## src/rtl/universal_shift_register.sv

```systemverilog
// universal_shift_register
//   Parametrised datapath register with parallel load, logical/rotate/arithmetic
//   shifts, clear, serial taps on both ends, and a burst engine that applies
//   one shift operation N times per start request.
//
// Ports:
//   clk         system clock, all state changes on rising edge
//   reset       synchronous active-low reset
//   enable      qualifies single steps and burst steps
//   mode        operation select (hold/load/shl/shr/rol/ror/asr/clear)
//   D           parallel load data
//   sin_left    serial bit entering at MSB on logical right shift
//   sin_right   serial bit entering at LSB on logical left shift
//   start       burst request, sampled only in IDLE
//   amount      burst step count, latched with start
//   Q           register contents
//   sout_left   Q[WIDTH-1]
//   sout_right  Q[0]
//   busy        burst in progress
//   done        one-cycle pulse after the last burst step
//
// state | meaning
// IDLE  | single-step operation under enable; accepts burst start
// BUSY  | burst running, one step of bmode per enabled edge
// DONE  | one-cycle done pulse, inputs ignored, then back to IDLE

module universal_shift_register #(
    parameter int WIDTH = 8,
    parameter int CNT_W = 4
) (
    input  logic             clk,
    input  logic             reset,
    input  logic             enable,
    input  logic [2:0]       mode,
    input  logic [WIDTH-1:0] D,
    input  logic             sin_left,
    input  logic             sin_right,
    input  logic             start,
    input  logic [CNT_W-1:0] amount,
    output logic [WIDTH-1:0] Q,
    output logic             sout_left,
    output logic             sout_right,
    output logic             busy,
    output logic             done
);

    typedef enum logic [1:0] {
        IDLE = 2'd0,
        BUSY = 2'd1,
        DONE = 2'd2
    } state_t;

    state_t           state, state_next;
    logic [2:0]       bmode, bmode_next;
    logic [CNT_W-1:0] cnt, cnt_next;
    logic [WIDTH-1:0] q_next;
    logic             burst_mode;

    function automatic logic [WIDTH-1:0] apply_op(
        input logic [2:0]       op,
        input logic [WIDTH-1:0] q,
        input logic [WIDTH-1:0] din,
        input logic             sl,
        input logic             sr
    );
        logic [WIDTH-1:0] r;
        case (op)
            3'b000:  r = q;
            3'b001:  r = din;
            3'b010:  r = {q[WIDTH-2:0], sr};
            3'b011:  r = {sl, q[WIDTH-1:1]};
            3'b100:  r = {q[WIDTH-2:0], q[WIDTH-1]};
            3'b101:  r = {q[0], q[WIDTH-1:1]};
            3'b110:  r = {q[WIDTH-1], q[WIDTH-1:1]};
            default: r = '0;
        endcase
        return r;
    endfunction

    // Only the shift/rotate ops make sense repeated; hold/load/clear never burst.
    assign burst_mode = (mode >= 3'b010) && (mode <= 3'b110);

    always_comb begin
        state_next = state;
        q_next     = Q;
        bmode_next = bmode;
        cnt_next   = cnt;
        case (state)
            IDLE: begin
                if (start && burst_mode) begin
                    bmode_next = mode;
                    cnt_next   = amount;
                    state_next = (amount == '0) ? DONE : BUSY;
                end else if (enable) begin
                    q_next = apply_op(mode, Q, D, sin_left, sin_right);
                end
            end
            BUSY: begin
                if (enable) begin
                    q_next   = apply_op(bmode, Q, D, sin_left, sin_right);
                    cnt_next = cnt - 1'b1;
                    if (cnt == CNT_W'(1)) begin
                        state_next = DONE;
                    end
                end
            end
            DONE: begin
                state_next = IDLE;
            end
            default: begin
                state_next = IDLE;
            end
        endcase
    end

    always_ff @(posedge clk) begin
        if (!reset) begin
            state <= IDLE;
            Q     <= '0;
            bmode <= '0;
            cnt   <= '0;
            busy  <= 1'b0;
            done  <= 1'b0;
        end else begin
            state <= state_next;
            Q     <= q_next;
            bmode <= bmode_next;
            cnt   <= cnt_next;
            // Flags are registered from the next state so they line up with it.
            busy  <= (state_next == BUSY);
            done  <= (state_next == DONE);
        end
    end

    assign sout_left  = Q[WIDTH-1];
    assign sout_right = Q[0];

endmodule

```

## config.mk

```make
export PLATFORM = sky130hd
export DESIGN_NAME = universal_shift_register
export DESIGN_NICKNAME = d
export VERILOG_FILES = /design/src/rtl/universal_shift_register.sv
export SDC_FILE = /design/constraint.sdc
export NUM_CORES = 1
export LEC_CHECK = 0
export ABC_AREA = 0
export BUFFER_PORTS_ARGS = -buffer_cell sky130_fd_sc_hd__buf_2
export CAP_MARGIN = 5
export CORE_ASPECT_RATIO = 0.7
export CORE_MARGIN = 10
export CORE_UTILIZATION = 35
export CTS_CLUSTER_SIZE = 16
export DETAILED_ROUTE_END_ITERATION = 8
export PLACE_DENSITY = 0.6
export SYNTH_ARGS = -nofsm -noshare
export SYNTH_HDL_FRONTEND = slang
export SYNTH_SLANG_ARGS = --single-unit
```

## constraint.sdc

```tcl
create_clock -name clk -period 4.3 [get_ports clk]
set_input_delay 0.86 -clock clk [delete_from_list [all_inputs] [get_ports clk]]
set_output_delay 0.86 -clock clk [all_outputs]
set_load 0.005 [all_outputs]
```

==> reports/qor_table.md <==
| Parameter | This run |
|:---|:---|
| Status | complete, no violations |
| Worst-margin pin slew | 861 ps |
| TritonCTS sink count | 19 |
| Share of the clock period used by the worst path | 57.4% |
| Relative slew slack | 42.5% |
| Total via count in the routed design | 1,639 |
| Most instantiated library cell after synthesis | nor2_1 |
| Deepest clock path buffer count | 2 |
| Post-Synthesis Cells | 199 |
| Leading cell types by total area after synthesis | dfxtp_1, mux2i_1, a311oi_2, a22o_1, nor2_1 |
| Post-placement worst setup slack | 1590 ps |
| CP Capture Type | flip-flop |
| Die outline area | 7940 um^2 |
| Via/cell ratio | 6.00 |
| Pin count of the biggest net entering global routing | 20 |
| Number of synthesized flops with an enable pin | 0 |
| Endpoint of the worst hold-timing path | cnt[3]$_SDFFE_PN0P_ |
| Worst clock skew | 8.67 ps |
| Overall overflow remaining after global route | 0 |
| Finish-stage setup viols | 0 |
| H-tree levels | 1 |
| Chip Height | 77.6 um |
| Tot Pwr | 0.521 mW |
| Total detailed-routing wirelength | 4920 um |
| CTS clk-pin slew, worst paths | 80 ps |
| Cell variety after synth | 44 |
| Most area-hungry cell type in the Yosys netlist | dfxtp_1 |
| Clock latency on the worst-skew pair | 260 ps |
| Detailed placer's ending HPWL | 3730 um |
| Pwr Density | 282 nW/um^2 |
| Final layout net count | 242 |
| Flip-flop cell with the highest count after synthesis | dfxtp_1 |
| Max-Cap Viols | 0 |
| GRT Total Usage | 12.0% |
| Post-synthesis to final-layout area growth | 11.1% |
| Vias in the first global route | 1,422 |
| Capturing point of the worst reg2reg path | Q[2]$_SDFFE_PN0P_ |
| Required time worst endpoint | 4420 ps |
| Ratio of cells with drive above 1 in the final layout | 22.5% |
| DR WL/cell | 18.0 um |
| Average instance area after synthesis | 8.34 um^2 |
| Residual DRC | 0 |
| Worst reg-to-reg path cell count | 4 |
| Number of clock buffers inserted by TritonCTS | 3 |
| Area share of the leading cell type in the synthesized netlist | 22.9% |
| Max Slew Vio Count | 0 |
| Total nets after synthesis | 222 |
| Post-CTS repair timing setup buffer count | 0 |
| Class of the most critical hold timing path | flip-flop to flip-flop |
| Core Region | 4450 um^2 |
| Inserted Diodes | 0 |
| RSZ-0062 raised after global routing | false |
| Setup TNS | 0 ps |
| I/O pin count | 33 |
| Number of fill cells | 466 |
| Worst IR drop on VDD | 0.157 mV |
| Total of cells resized after clock tree synthesis | 0 |
| Final weighted congestion of routability-driven global placement | 0.849 |
| Time the worst path needs with I/O delays and setup | 2470 ps |
| Iteration count of the initial detailed-routing pass | 4 |
| Reg2reg start | bmode[0]$_SDFFE_PN0P_ |
| R2r setup slk | 1920 ps |
| Port Buf Inserts | 32 |
| Initial detailed-routing violation count | 147 |
| Type of the worst setup path | primary input to flip-flop |
| Cell depth of the worst hold path | 1 |
| CTS Hold Buffers Added | 0 |
| Top achievable clock speed | 405 MHz |
| Setup slack of the critical path after layout | 1830 ps |
| Beginning of the worst hold path | cnt[3]$_SDFFE_PN0P_ |
| Sequential-to-total area share from yosys stat | 22.9% |
| Number of nets with antenna violations after routing | 0 |
| Critical Path Start Type | primary input |
| Post-synth ARST share | 0% |
| Number of warnings issued by yosys | 0 |
| Clock tree root buffer cell | clkbuf_8 |
| Wire length of the first global-routing pass | 7750 um |
| Chip Width | 102 um |
| Most frequent cells after synthesis | nor2_1, dfxtp_1, mux2i_1, o21ai_0, a21oi_1 |
| Worst Hold Margin | 551 ps |
| Critical path peak fanout | 19 |
| Row cnt | 20 |
| Antenna violations before repair | 0 |
| Total standard cell area after synthesis | 1660 um^2 |
| Leakage power | 0.696 nW |
| Final count of hold timing violations | 0 |
| Starting utilization of the core area | 37.2% |
| Total of flip-flops plus latches after synthesis | 19 |
| TritonCTS clock tree | yes |
| Data arrival time at the worst-slack endpoint | 2590 ps |
## critical path, cell delays in order
cell      delay, ps
buf_2           330
nor3b_2         460
a2111o_1        300
and2_1          460
a311oi_2        180
## placed cells by master (no fill, tap or decap), types with 3 or more instances in the layout
| cell | instances |
|---|---|
| a32oi_1 | 3 |
| nand2_1 | 3 |
| inv_1 | 4 |
| nor3_1 | 7 |
| o21ai_0 | 17 |
| a22o_1 | 12 |
| nand3b_1 | 6 |
| dfxtp_1 | 19 |
| a21oi_1 | 15 |
| a311oi_2 | 8 |
| nand2b_1 | 5 |
| buf_2 | 32 |
| mux2i_1 | 17 |
| clkbuf_8 | 3 |
| nor2_1 | 26 |
## sequential cells by signal (all words and copies together), names as in the netlist
register and cells:
Q 8, bmode 3, state 2, cnt 4, done 1, busy 1
## metrics by stage
stage	utilization [%]	std cells	area (um^2)
after floorplan	-	199	1660
after global placement	40.3	269	1790
after detailed placement	40.3	269	1790
after CTS	41.4	273	1840
after global routing	41.4	273	1840
final	41.4	273	1840
## power breakdown
group          total [mW]  switching, mW  internal, mW
registers           0.227         0.0352         0.192
clock network       0.132         0.0670        0.0654
logic               0.161         0.0891        0.0718
total               0.521          0.191         0.329
## worst max-delay path by stage
stage | cells after the start | slack, ps | end | start
2_1_floorplan | 6 | 2100 | Q[0]$_SDFFE_PN0P_ | mode[0]
3_3_place_gp | 5 | 1640 | Q[1]$_SDFFE_PN0P_ | mode[0]
3_5_place_dp | 5 | 1590 | Q[2]$_SDFFE_PN0P_ | mode[0]
4_1_cts | 5 | 1860 | Q[2]$_SDFFE_PN0P_ | mode[0]
5_1_grt | 5 | 1710 | Q[2]$_SDFFE_PN0P_ | mode[0]
6_report | 5 | 1830 | Q[2]$_SDFFE_PN0P_ | mode[0]
## metal layers
layer | part of all wire, % | GRT usage (%) | wire, um
met4 | 0.49 | 2.25 | 24
met1 | 53 | 19.1 | 2630
met5 | 0 | 0 | 0
met3 | 8.1 | 3.72 | 400
met2 | 38 | 14.6 | 1870
## logic make-up after synthesis
group / Yosys count / synth area share, %
multiplexers: 17 / 10.3
XOR/XNOR: 2 / 1.06
buffers and inverters: 21 / 6.56
AO/OA/AOI/OAI: 74 / 36.0
adder cells (fa/ha/maj): 2 / 1.51
AND/OR/NAND/NOR: 64 / 21.6
flip-flops: 19 / 22.9
## final cells by class
type / instances / area, um^2 / area share [%]
repair buffers: 32 / 160 / 8.69
flip-flops and latches: 19 / 380 / 20.6
clock inverters: 1 / 7.51 / 0.407
clock buffers: 3 / 41.3 / 2.24
well taps: 55 / 68.8 / 3.73
multi-input cells: 159 / 1170 / 63.5
inverters: 4 / 15.0 / 0.815
No activity file was read; power rests on OpenSTA's default activity.
